[config.mk]
export PLATFORM = sky130hd
export DESIGN_NAME = dump_framer
export DESIGN_NICKNAME = d
export VERILOG_FILES = /design/src/rtl/dump_framer.sv
export SDC_FILE = /design/constraint.sdc
export NUM_CORES = 1
export LEC_CHECK = 0
export ABC_AREA = 1
export CAP_MARGIN = 20
export CORE_UTILIZATION = 59
export DETAILED_ROUTE_END_ITERATION = 12
export GPL_TIMING_DRIVEN = 1
export HOLD_SLACK_MARGIN = 0.03
export PLACE_DENSITY = 0.91
export SLEW_MARGIN = 5
export SYNTH_ARGS = -nofsm -noshare
export SYNTH_HDL_FRONTEND = slang
export SYNTH_SLANG_ARGS = --single-unit
export TNS_END_PERCENT = 100
[constraint.sdc]
create_clock -name clk -period 4.9 [get_ports clk]
set_clock_uncertainty 0.15 [all_clocks]
set_input_delay 0.735 -clock clk [delete_from_list [all_inputs] [get_ports clk]]
set_output_delay 0.735 -clock clk [all_outputs]
set_load 0.02 [all_outputs]
[src/rtl/dump_framer.sv]
// dump_framer: wraps a stream of 32-bit SRAM dump words into a self-delimiting
// byte frame for the rsio transmitter:
//   HDR0 HDR1 LEN2 LEN1 LEN0 {payload bytes, MSB first} CKS
// CKS is the two's complement of the 8-bit sum of the LEN and payload bytes,
// so LEN + payload + CKS sums to 8'h00 on the host side.
module dump_framer #(
    parameter logic [7:0]  HDR0  = 8'hA5,
    parameter logic [7:0]  HDR1  = 8'h5A,
    parameter int unsigned CNT_W = 18
) (
    input  logic             clk,
    input  logic             reset,
    input  logic             frame_start,
    input  logic [CNT_W-1:0] frame_words,
    output logic             frame_busy,
    output logic             frame_done,
    input  logic             word_valid,
    output logic             word_ready,
    input  logic [31:0]      word_data,
    output logic             rs_tx_start,
    output logic [7:0]       rs_tx_data,
    input  logic             rs_tx_status
);

    typedef enum logic [2:0] {
        S_IDLE,
        S_SEND,
        S_WAIT,
        S_FETCH,
        S_DONE
    } state_e;

    typedef enum logic [3:0] {
        B_HDR0,
        B_HDR1,
        B_LEN2,
        B_LEN1,
        B_LEN0,
        B_PAY3,
        B_PAY2,
        B_PAY1,
        B_PAY0,
        B_CKS
    } sel_e;

    state_e             state_q, state_d;
    sel_e               sel_q,   sel_d;
    logic [CNT_W-1:0]   rem_q,   rem_d;
    logic [23:0]        len_q,   len_d;
    logic [31:0]        word_q,  word_d;
    logic [7:0]         acc_q,   acc_d;
    logic [7:0]         data_q,  data_d;
    logic               start_q, start_d;

    logic [7:0]         byte_cur;
    logic               byte_counted;

    // Byte currently selected for transmission, and whether it enters the checksum.
    always_comb begin
        byte_cur = '0;
        case (sel_q)
            B_HDR0:  byte_cur = HDR0;
            B_HDR1:  byte_cur = HDR1;
            B_LEN2:  byte_cur = len_q[23:16];
            B_LEN1:  byte_cur = len_q[15:8];
            B_LEN0:  byte_cur = len_q[7:0];
            B_PAY3:  byte_cur = word_q[31:24];
            B_PAY2:  byte_cur = word_q[23:16];
            B_PAY1:  byte_cur = word_q[15:8];
            B_PAY0:  byte_cur = word_q[7:0];
            B_CKS:   byte_cur = ~acc_q + 8'd1;
            default: byte_cur = '0;
        endcase
        byte_counted = (sel_q != B_HDR0) && (sel_q != B_HDR1) && (sel_q != B_CKS);
    end

    // Next-state logic: sequence bytes, pace them against the transmitter, pull words.
    always_comb begin
        state_d = state_q;
        sel_d   = sel_q;
        rem_d   = rem_q;
        len_d   = len_q;
        word_d  = word_q;
        acc_d   = acc_q;
        data_d  = data_q;
        start_d = 1'b0;

        case (state_q)
            S_IDLE: begin
                if (frame_start) begin
                    rem_d   = frame_words;
                    len_d   = 24'(frame_words);
                    acc_d   = '0;
                    sel_d   = B_HDR0;
                    state_d = S_SEND;
                end
            end
            S_SEND: begin
                if (!rs_tx_status) begin
                    start_d = 1'b1;
                    data_d  = byte_cur;
                    if (byte_counted) begin
                        acc_d = acc_q + byte_cur;
                    end
                    state_d = S_WAIT;
                end
            end
            S_WAIT: begin
                // start_q is high only in the first WAIT cycle; status is not
                // yet valid for this byte there, so that cycle is skipped.
                if (!start_q && !rs_tx_status) begin
                    case (sel_q)
                        B_LEN0, B_PAY0: begin
                            if (rem_q != '0) begin
                                state_d = S_FETCH;
                            end else begin
                                sel_d   = B_CKS;
                                state_d = S_SEND;
                            end
                        end
                        B_CKS: begin
                            state_d = S_DONE;
                        end
                        default: begin
                            sel_d   = sel_e'(sel_q + 4'd1);
                            state_d = S_SEND;
                        end
                    endcase
                end
            end
            S_FETCH: begin
                if (word_valid) begin
                    word_d  = word_data;
                    rem_d   = rem_q - CNT_W'(1);
                    sel_d   = B_PAY3;
                    state_d = S_SEND;
                end
            end
            S_DONE: begin
                state_d = S_IDLE;
            end
            default: begin
                state_d = S_IDLE;
            end
        endcase
    end

    // State and datapath registers; reset aborts any frame in flight.
    always_ff @(posedge clk) begin
        if (reset) begin
            state_q <= S_IDLE;
            sel_q   <= B_HDR0;
            rem_q   <= '0;
            len_q   <= '0;
            word_q  <= '0;
            acc_q   <= '0;
            data_q  <= '0;
            start_q <= 1'b0;
        end else begin
            state_q <= state_d;
            sel_q   <= sel_d;
            rem_q   <= rem_d;
            len_q   <= len_d;
            word_q  <= word_d;
            acc_q   <= acc_d;
            data_q  <= data_d;
            start_q <= start_d;
        end
    end

    assign frame_busy  = (state_q == S_SEND) || (state_q == S_WAIT) || (state_q == S_FETCH);
    assign frame_done  = (state_q == S_DONE);
    assign word_ready  = (state_q == S_FETCH);
    assign rs_tx_start = start_q;
    assign rs_tx_data  = data_q;

endmodule

; ---- Word level (Yosys, flattened, before mapping)
; Cells that the tools add are included.
[word_totals]
out_inout_bits = 12
ff_bits = 92
input_bits = 55
elab_cells = 82
[classes]
reduce_logical = 23
bitwise = 3
addsub = 4
muxes = 22
n_eq_ne = 22
[op_table]
columns = operator, count
row1 = $pmux 8 s10, 1
row2 = $mux 18, 2
row3 = $pmux 18 s2, 1
row4 = $mux 8, 3
row5 = $reduce_bool 18->1, 1
row6 = $sub 18x1->18 const B, 1
row7 = $eq 4x3->1 const B, 4
row8 = $mux 4, 4
row9 = $pmux 8 s2, 1
row10 = $mux 3, 4
row11 = $ne 2x2->1 const B, 6
row12 = $pmux 3 s4, 1
row13 = $pmux 4 s3, 1
row14 = $add 8x1->8 const B, 1
row15 = $add 8x8->8, 1
row16 = $eq 4x2->1 const B, 2
row17 = $eq 4x4->1 const B, 2
row18 = $not 8->8, 1
row19 = $pmux 4 s2, 1
row20 = $reduce_and 4->1, 2
row21 = $eq 3x2->1 const B, 2
row22 = $pmux 3 s2, 1
row23 = $reduce_and 2->1, 3
row24 = $reduce_and 6->1, 1
row25 = other kinds (20), 27

; ---- Logic depth before layout (Yosys ltp)
; Gate-level depths: netlist of the first run.
[depth]
ltp_word = 7
mapped_depth = 19
mapped_depth_nobuf = 19

; ---- Worst setup path before layout of the first run
; OpenSTA, ideal clock, no wires.
[synth_path]
path_kind = flip-flop to flip-flop
from = reg sel_q[0]
to = reg acc_q[6]
setup_ns = 0.128
period_less_slack_ns = 2.766
path_stages_with_launch = 19
slack_ns = 2.134
arrival_ns = 2.489
t_required_ns = 4.622
path_buffers = 0
cell_sequence = dfxtp_1 -> inv_1 -> ha_1 -> nand3_1 -> o22ai_1 -> a21oi_1 -> o2111ai_1 -> ha_1 -> fa_1 -> nand3_1 -> nand3_1 -> nand2_1 -> nand2_1 -> a21oi_1 -> nand2_1 -> nand2_1 -> nor2_1 -> a21oi_1 -> nor2_1
[synth_between]
elab_chain_cells = 6
word_cells_on_any_way = 22
cone_classes = add/sub (1) / eq/ne (12) / mux (4) / reduce/logical (5)
[synth_lines]
columns = item, line_no
row1 = "start, declared", 47  ; sel_e sel_q, sel_d;
row2 = "start signal, assigned", 161  ; sel_q <= sel_d;
row3 = "$eq 4x4->1, or another cell as far along", 61  ; case (sel_q)
row4 = $pmux 8 s10 (*), 61
row5 = named net byte_cur[0], 55  ; logic [7:0] byte_cur;
row6 = $add 8x8->8 (*), 103  ; acc_d = acc_q + byte_cur;
row7 = $mux 8 (*), 102  ; if (byte_counted) begin
row8 = $mux 8 (*), 99  ; if (!rs_tx_status) begin
row9 = $pmux 8 s2 (*), 88  ; case (state_q)
row10 = "end signal, assigned", 156  ; acc_q <= '0;
row11 = "end signal, assigned", 165  ; acc_q <= acc_d;
row12 = "end, declared", 51  ; logic [7:0] acc_q, acc_d;
; The timed path passes the listed nets; every way through them passes the cells marked *. The select of a mux whose other input is x is not followed.
; A chain may end at the register's enable or synchronous reset.

; ---- Final worst setup path of the first run
[layout_path]
from = reg state_q[2]
to = out word_ready
[layout_between]
elab_chain_cells = 1
[layout_lines]
columns = item, line_no
row1 = "start, declared", 46  ; state_e state_q, state_d;
row2 = "start signal, assigned", 160  ; state_q <= state_d;
row3 = $eq 3x2->1, 173  ; assign word_ready = (state_q == S_FETCH);
row4 = "end, declared", 18  ; output logic word_ready,
; Every way passes these cells.

==> flow_summary_export.csv, run 1 <==
group,metric,value,unit
run_status,status,"finished clean",
clock_network,cts_buffer_depth,2,
timing,fmax,307,MHz
power,p_int,1640,uW
layout,drive_gt1_frac,0.0456,
power,seq_power_share,0.355,
min_path,hold_class,"reg -> reg",
setup_path,rr_startpoint,"sel_q[0]",
yosys,netlist_area,4800,sq um
detailed_routing,dr.pass1.iters,8,
yosys,yosys_warnings,0,
setup_path,cp-end-kind,"output pin",
power,power_density,500,nW/um^2
yosys,synth_cell_type_count,35,
grt,antenna_found_initial,0,
detailed_routing,first_iter_violations,461,
layout,final_core_util,0.738,
power,clkPwrFrac,0.200,
yosys,synth_area_per_cell,6.78,sq um
placement,port_buffers,66,
detailed_routing,finalWirelength,13600,um
clock_network,ctsResizeCount,0,
setup_path,critical_path.startpoint,"state_q[2]",
timing,maxSlewHeadroom,0.446,
layout,final_cell_mix,"nand2_1, dfxtp_1, inv_1",
grt,grt_pass1_vias,4870,
layout,num_antenna_cells,0,
floorplan,die_y,92.2,um
placement,pre_cts_ws,1.78,ns
power,power.leakage,0.00230,uW
timing,fin_ws,1.65,ns
floorplan,core,7810,sq um
clock_network,root_buffer,"clkbuf_8",
flow_run,drv_cap,0,
detailed_routing,drtAntennaViolNets,0,
layout,syn_to_final_growth,19.8,%
floorplan,ios,67,
setup_path,reg2reg_setup_slack,1.67,ns
yosys,synthesis.nets,779,
timing,drv_slew,0,
timing,rsz0062_at_grt,"no",
floorplan,die_w,92.2,um
layout,fin_cells,869,
clock_network,hold_buffers,0,
yosys,synthFlopType,"dfxtp_1",
timing,fin_setup_tns,0,ns
detailed_routing,drc_errors,0,
timing,finalCritPeriodShare,0.664,
timing,worstMarginPinSlew,0.828,ns
layout,final_common_cell,"nand2_1",
floorplan,start_util,0.615,
power,p_sw,1240,uW
yosys,ys_seq_elements,92,
yosys,yosysSeqAreaShare,0.383,
detailed_routing,vias,5089,
setup_path,startpoint_type,"flip-flop",
clock_network,tritoncts,"built",
clock_network,insertion_delay,0.36,ns
setup_path,critPathRequiredTime,4.01,ns
detailed_routing,viasPerCell,5.86,
clock_network,cts_buffers,9,
setup_path,crit_path_max_fanout,22,
grt,grt_max_degree,54,
power,peakVddDrop,353,uV
setup_path,endpoint,"word_ready",
yosys,synth_cells,709,
power,combPwrFrac,0.445,
timing,fin_crit,3.25,ns
clock_network,cts_sinks,92,
setup_path,cp_data_arrival_time,2.37,ns
clock_network,postCtsSetupRepairBufs,0,
yosys,synth_top_area_cell,"dfxtp_1",
setup_path,crit_type,"reg -> out",
grt,grt.overflow.total,0,
floorplan,rows,32,
placement,gp_congestion,0.969,
floorplan,die_area,8510,sq um
timing,setup_viol,0,
grt,grt_pass1_wl,22800,um
layout,finalNetCount,832,
timing,timing.final.hold_violations,0,
placement,place_hpwl,9890,um
yosys,synth_top_area_share,0.383,
grt,grt_util_all_layers,0.336,
yosys,async_reset_ff_frac,0,
placement,dp_cells,853,
clock_network,htreeDepth,3,
clock_network,path_clk_slew,0.09,ns
power,sw_frac_of_total,0.429,
detailed_routing,wl_per_cell,15.7,um
yosys,ys_top_cells_by_area,"dfxtp_1, a21oi_1, o21ai_0",
setup_path,reg2reg_depth,18,
yosys,synth-edff-count,0,
setup_path,r2r_end,"acc_q[6]",
## kinds of logic after synthesis
logic type | synth area share
simple gates | 0.237
compound gates | 0.232
buf+inv | 0.0964
flops | 0.383
fa+ha+maj | 0.0406
xor+xnor | 0.0109
## worst max-delay path, cell delays in order, from the launching register on
cell	delay, ns
dfxtp_1	0.33
inv_1	0.15
nand3_1	0.62
inv_1	0.26
clkdlybuf4s50_1	0.64
## synthesized netlist by cell type, types with 5 or more instances
master    number
xor2_1         5
nand4_1        7
or2_2          5
nand3_1       50
inv_1         90
ha_1          14
nor3_1         7
o21ai_0       85
buf_2          7
nand2_1      108
clkbuf_1      21
dfxtp_1       92
a21oi_1       85
nor2_1        80
o211ai_1       6
o22ai_1       13
## registers in the layout (all words and copies together) (netlist names)
name	cells
word_q	32
len_q	18
rem_q	18
acc_q	8
rs_tx_data	8
sel_q	4
state_q	3
rs_tx_start	1
## power by group through the flow
stage | Sequential [uW] | Clock [uW] | Combinational (uW)
final | 1020 | 577 | 1280
after global routing | 1040 | 605 | 1430
after CTS | 1020 | 577 | 1250
after detailed placement | 1030 | 0 | 1230
after global placement | 1020 | 0 | 1190
after floorplan | 1020 | 0 | 886
## layer usage
metal | vias to the layer above | GRT usage | wire length (um)
li1 | 2460 | - | -
met1 | 2300 | 0.450 | 5950
met2 | 280 | 0.538 | 6140
met3 | 49 | 0.0489 | 1090
met4 | 0 | 0.146 | 431
met5 | - | 0 | 0
## stage by stage
stage,cell area (sq um),power [uW],hold WS [ns]
6_report,5760,2880,0.310
5_1_grt,5760,3070,0.333
4_1_cts,5760,2840,0.313
3_5_place_dp,5530,2260,0.300
3_3_place_gp,5510,2210,0.290
2_1_floorplan,4800,1910,0.274
## worst min path at each step
stage          startpoint         end  slack (ns)  cells past startpoint
2_1_floorplan   len_q[14]   len_q[14]        0.27                      2
3_3_place_gp    len_q[14]   len_q[14]        0.29                      2
3_5_place_dp   word_q[30]  word_q[30]        0.30                      2
4_1_cts         len_q[12]   len_q[12]        0.31                      2
5_1_grt         len_q[14]   len_q[14]        0.33                      2
6_report       word_q[30]  word_q[30]        0.31                      2
## area by class of cell
class	instances	area, sq um
Multi-Input combinational cell	496	2500
Sequential cell	92	1840
Fill cell	618	2050
Timing Repair Buffer	71	718
Tap cell	102	128
Inverter	92	345
Clock buffer	11	141
Clock inverter	5	83.8
Note: power is estimated with default switching activity, not from simulation.
==> run 2, diff against run 1 <==
- CORE_UTILIZATION: 59 -> 50
- PLACE_DENSITY: 0.91 -> 0.83
- clock period: 4.9 -> 2.7 ns (I/O delays scaled with it)
==> run 2 against run 1 <==
  * The flow now finishes with violations (negative setup slack)
  * Sequential share of layout area fell by 3.4 points
  * Sequential power rose by 84%
  * Critical path type is now reg -> reg
  * Worst hold slack improved by 0.00073 ns
  * Non-clock buffer count rose by 61
  * Combinational power rose by 130%
  * Utilization fell by 3.8 points
  * Flip-flop and latch count did not move
  * First-iteration DRC count fell by 5.6%
  * Clock power rose by 71%
  * Critical endpoint is now acc_q[7]
  * Cell count rose by 10%
==> flow_summary_export.csv, run 2 (synthesis gave the netlist of run 1 again) <==
group,metric,value,unit
run_status,status,"finished, violations left",
run_status,violations,"negative setup slack",
setup_path,cp-end-kind,"flip-flop",
setup_path,critPathRequiredTime,2.87,ns
timing,fmax,354,MHz
detailed_routing,vias,5302,
grt,grt_max_degree,54,
setup_path,crit_family,"simple AND/OR/NAND/NOR gates",
layout,fillers,745,
floorplan,die_y,100,um
setup_path,r2r_end,"acc_q[7]",
layout,finalNetCount,893,
setup_path,slowest_stage,"dfxtp_4",
timing,setup_viol,4,
layout,drive_gt1_frac,0.170,
power,power.leakage,0.00264,uW
floorplan,die_w,100,um
timing,drv_slew,0,
placement,pre_cts_ws,-0.202,ns
layout,final_core_util,0.700,
grt,grt_pass1_wl,23200,um
setup_path,crit_path_max_fanout,6,
clock_network,htreeDepth,3,
placement,post_dp_cell_area,5900,sq um
detailed_routing,wl_per_cell,16.0,um
clock_network,tritoncts,"built",
detailed_routing,drtAntennaViolNets,0,
placement,port_buffers,66,
layout,top_regs,"word_q (32), len_q (18), rem_q (18)",
timing,fin_crit,2.82,ns
setup_path,cp_data_arrival_time,2.99,ns
floorplan,die_area,10000,sq um
floorplan,rows,35,
clock_network,hold_buffers,0,
placement,place_hpwl,10600,um
detailed_routing,first_iter_violations,435,
detailed_routing,viasPerCell,5.54,
setup_path,startpoint_type,"flip-flop",
setup_path,max_stage_delay,0.42,ns
setup_path,crit_chain,"inv_4 > ha_4 > nand2_2 > buf_6 > o22ai_1 > a31oi_1 > nand4_1 > ha_1 > nand2_1 > or2_2 > nand3_2 > inv_1 > nand3_2 > nand3_2 > a21oi_2",
layout,register_area,1850,sq um
clock_network,insertion_delay,0.39,ns
detailed_routing,dr.pass1.iters,5,
min_path,hold_class,"reg -> reg",
clock_network,path_clk_slew,0.10,ns
detailed_routing,finalWirelength,15300,um
layout,num_antenna_cells,0,
clock_network,cts_buffers,9,
setup_path,reg2reg_setup_slack,-0.12,ns
floorplan,ios,67,
placement,gp_congestion,0.903,
detailed_routing,drc_errors,0,
setup_path,cpMostUsedCell,"nand3_2",
clock_network,cts_buffer_depth,2,
floorplan,start_util,0.518,
setup_path,rr_startpoint,"sel_q[1]",
layout,final_cell_mix,"nand2_1, dfxtp_1, inv_1",
layout,regMostFlops,"word_q",
layout,syn_to_final_growth,35.2,%
grt,grt_util_all_layers,0.301,
timing,fin_setup_tns,-0.361,ns
timing,worstMarginPinSlew,0.549,ns
timing,finalCritPeriodShare,1.05,
timing,maxSlewHeadroom,0.634,
layout,stdcell_area,6500,sq um
timing,rsz0062_at_grt,"yes",
grt,grt.overflow.total,0,
setup_path,reg2reg_depth,15,
min_path,worstHoldStart,"word_q[22]",
setup_path,crit_type,"reg -> reg",
grt,antenna_found_initial,0,
layout,final_common_cell,"nand2_1",
clock_network,root_buffer,"clkbuf_8",
timing,timing.final.hold_violations,0,
layout,multiInputGateArea,2730,sq um
timing,fin_ws,-0.123,ns
min_path,hold_path_end,"word_q[22]",
clock_network,cts_sinks,92,
power,peakVddDrop,568,uV
layout,largest_reg_flops,32,
grt,grt_pass1_vias,4705,
power,power_density,892,nW/um^2
min_path,hold_depth,2,
floorplan,core,9280,sq um
timing,hold_ws,0.311,ns
flow_run,drv_cap,0,
setup_path,critPathBufInv,3,
run 2: cell count changes in the layout (fill, tap and decap cells not counted), sizes merged:
cell      previous run  this run
buf                  5        66
bufinv               2         1
clkbuf              11         9
clkinv               0         2
clkinvlp             2         4
inv                 93        92
run 2: how the worst max path moves through the flow:
stage | from | to | slack [ns] | cells after the start
5_1_grt | sel_q[2] | acc_q[6] | -0.29 | 18
4_1_cts | sel_q[0] | acc_q[6] | -0.02 | 18
3_5_place_dp | sel_q[0] | acc_q[6] | -0.20 | 18
6_report | sel_q[1] | acc_q[7] | -0.12 | 15
2_1_floorplan | sel_q[1] | acc_q[6] | 0.007 | 18
3_3_place_gp | sel_q[0] | acc_q[6] | -0.10 | 19
run 2: metrics by stage:
step,power (uW),instances
detailed placement,4390,924
CTS,5500,948
global placement,4320,924
global route,6170,957
finish,5800,957
floorplan,3470,709
run 2: report_power, final:
group          internal (uW)  total [uW]  leakage (uW)  switching [uW]
registers               1650        1880      0.000754             230
logic                   1190        2930       0.00179            1750
clock network            440         985     0.0000948             545
total                   3270        5800       0.00264            2520
run 2: final cells by class:
cell class                      instances  area share
Multi-Input combinational cell        496       0.421
Tap cell                              129      0.0248
Clock inverter                          7      0.0133
Inverter                               92      0.0549
Clock buffer                            9      0.0191
Sequential cell                        92       0.285
Timing Repair Buffer                  132       0.182
run 2: worst min-delay path, delay by kind of cell, from the launching register on:
family | cells | cell delay (ns)
AO/OA/AOI/OAI | 1 | 0.05
flip-flops | 1 | 0.31
buffers and inverters | 1 | 0.06
run 2: metal layers:
| metal | wire length (um) | part of all wire | up-vias | GRT usage |
|---|---|---|---|---|
| met2 | 7140 | 0.47 | 236 | 0.478 |
| li1 | - | - | 2590 | - |
| met4 | 423 | 0.028 | 0 | 0.126 |
| met1 | 6720 | 0.44 | 2440 | 0.399 |
| met5 | 0 | 0 | - | 0 |
| met3 | 1010 | 0.066 | 36 | 0.0627 |
run 2: timing repair:
item,4_1_cts,5_1_grt
endpoints found under the setup margin,5,6
setup buffers,8,9
resized for setup,25,38
pin swaps,6,21
==> run 3, diff against run 2 <==
- CORE_ASPECT_RATIO: default -> 2
- CORE_UTILIZATION: 50 -> 55
- PLACE_DENSITY: 0.83 -> 0.86
- clock period: 2.7 -> 2.76 ns (I/O delays scaled with it)
==> run 3 against run 2 <==
  * The flow still finishes with violations (negative setup slack)
  * Worst hold slack lost 0.0019 ns
  * Largest power group unchanged
  * Combinational power hardly changed
  * Largest cell class unchanged
  * First-iteration DRC count increased by 29%
  * Setup slack improved by 0.063 ns
  * Die area decreased by 8.7%
  * Wire length rose by 7.7%
  * Sequential share of layout area fell by 0.14 points
  * Critical path type unchanged
  * Maximum frequency up 0.11%
==> flow_summary_export.csv, run 3 (synthesis gave the netlist of run 1 again) <==
group,metric,value,unit
run_status,status,"finished, violations left",
run_status,violations,"negative setup slack",
clock_network,root_buffer,"clkbuf_16",
flow_run,drv_cap,0,
layout,syn_to_final_growth,36.0,%
power,power_density,917,nW/um^2
layout,fin_cells,925,
detailed_routing,finalWirelength,16500,um
timing,fin_setup_tns,-0.126,ns
timing,worstMarginPinSlew,0.647,ns
detailed_routing,dr.pass1.iters,7,
clock_network,cts_sinks,92,
min_path,worstHoldStart,"len_q[5]",
layout,final_core_util,0.782,
setup_path,critPathRequiredTime,2.83,ns
placement,pre_cts_ws,-0.232,ns
placement,place_hpwl,11500,um
floorplan,die_y,134,um
timing,fin_crit,2.82,ns
detailed_routing,drtAntennaViolNets,0,
clock_network,cts_buffer_depth,2,
layout,final_common_cell,"nand2_1",
clock_network,cts_buffers,9,
timing,setup_viol,3,
floorplan,core,8350,sq um
detailed_routing,first_iter_violations,559,
power,power.leakage,0.00266,uW
floorplan,die_area,9140,sq um
placement,port_buffers,66,
detailed_routing,drc_errors,0,
setup_path,max_stage_delay,0.39,ns
placement,dp_cells,892,
setup_path,crit_path_max_fanout,4,
layout,final_cell_mix,"nand2_1, dfxtp_1, inv_1",
layout,top_regs,"word_q (32), len_q (18), rem_q (18)",
setup_path,slowest_stage,"dfxtp_4",
timing,fmax,355,MHz
setup_path,crit_chain,"inv_4 > ha_4 > nand3_1 > o21ai_1 > nor2_2 > o2111ai_2 > ha_2 > fa_2 > nand3_2 > nand3_2 > nand2_2 > nand2_2 > a21oi_2 > nand2_1 > nand2_1 > nor2_1 > a21oi_1 > nor2_1",
timing,rsz0062_at_grt,"yes",
layout,regMostFlops,"word_q",
power,p_total,5990,uW
setup_path,cp-end-kind,"flip-flop",
floorplan,rows,47,
setup_path,cp_data_arrival_time,2.89,ns
timing,fin_ws,-0.0596,ns
min_path,hold_path_end,"len_q[5]",
clock_network,hold_buffers,0,
layout,largest_reg_flops,32,
power,peakVddDrop,615,uV
setup_path,startpoint_type,"flip-flop",
setup_path,crit_type,"reg -> reg",
timing,finalCritPeriodShare,1.02,
detailed_routing,wl_per_cell,17.8,um
grt,grt_util_all_layers,0.363,
grt,antenna_found_initial,0,
placement,gp_congestion,0.972,
detailed_routing,vias,5535,
floorplan,die_w,68.1,um
layout,num_antenna_cells,0,
detailed_routing,viasPerCell,5.98,
setup_path,reg2reg_depth,18,
min_path,hold_class,"reg -> reg",
layout,drive_gt1_frac,0.175,
grt,grt.overflow.total,0,
grt,grt_max_degree,54,
setup_path,rr_startpoint,"sel_q[0]",
clock_network,insertion_delay,0.35,ns
timing,timing.final.hold_violations,0,
clock_network,tritoncts,"built",
setup_path,reg2reg_setup_slack,-0.06,ns
setup_path,crit_family,"simple AND/OR/NAND/NOR gates",
floorplan,ios,67,
grt,grt_pass1_vias,5310,
clock_network,path_clk_slew,0.07,ns
layout,fillers,622,
grt,grt_pass1_wl,24300,um
setup_path,critPathBufInv,1,
clock_network,htreeDepth,3,
min_path,hold_depth,2,
timing,drv_slew,0,
timing,maxSlewHeadroom,0.565,
layout,finalNetCount,892,
setup_path,r2r_end,"acc_q[6]",
floorplan,start_util,0.575,
==> run 3: worst max-delay path by stage <==
stage / cells past startpoint / to / from
global route: 18 / acc_q[6] / sel_q[0]
global placement: 15 / acc_q[7] / sel_q[0]
floorplan: 18 / acc_q[6] / sel_q[1]
finish: 18 / acc_q[6] / sel_q[0]
detailed placement: 15 / acc_q[7] / sel_q[0]
CTS: 19 / acc_q[6] / sel_q[0]
==> run 3: cell type report <==
type | instances | area, sq um | area share
Timing Repair Buffer | 131 | 1170 | 0.179
Inverter | 92 | 350 | 0.0536
Clock buffer | 10 | 229 | 0.0351
Sequential cell | 92 | 1860 | 0.284
Clock inverter | 6 | 63.8 | 0.00977
Multi-Input combinational cell | 496 | 2740 | 0.420
Tap cell | 98 | 123 | 0.0188
==> run 3: timing repair <==
| action | CTS | global route |
|---|---|---|
| setup endpoints to repair | 5 | 5 |
| setup buffers | 8 | 9 |
| resized for setup | 31 | 44 |
| pin swaps | 12 | 36 |
| hold endpoints to repair | 0 | 0 |
==> run 3: power by group <==
| group | switching [uW] | total, uW | internal [uW] |
|---|---|---|---|
| Clock | 521 | 1220 | 702 |
| Sequential | 225 | 1840 | 1610 |
| Combinational | 1770 | 2930 | 1160 |
| Total | 2510 | 5990 | 3480 |
==> run 3: through the flow <==
stage / hold slack, ns / area (sq um)
5_1_grt: 0.330 / 6530
3_3_place_gp: 0.293 / 5840
2_1_floorplan: 0.274 / 4810
4_1_cts: 0.308 / 6310
6_report: 0.309 / 6530
3_5_place_dp: 0.296 / 5840
==> run 3: tightest hold or removal path: cells and delay by family (launching register included) <==
family | cells | cell delay [ns]
AO/OA/AOI/OAI | 1 | 0.05
buffers and inverters | 1 | 0.06
flip-flops | 1 | 0.30
==> run 3: per-layer routing <==
layer | part of all wire | wire, um | vias to the layer above | track usage
li1 | - | - | 2589 | -
met1 | 0.33 | 5420 | 2587 | 0.314
met2 | 0.54 | 8850 | 252 | 0.640
met3 | 0.054 | 883 | 107 | 0.106
met4 | 0.081 | 1330 | 0 | 0.300
met5 | 0 | 0 | - | 0
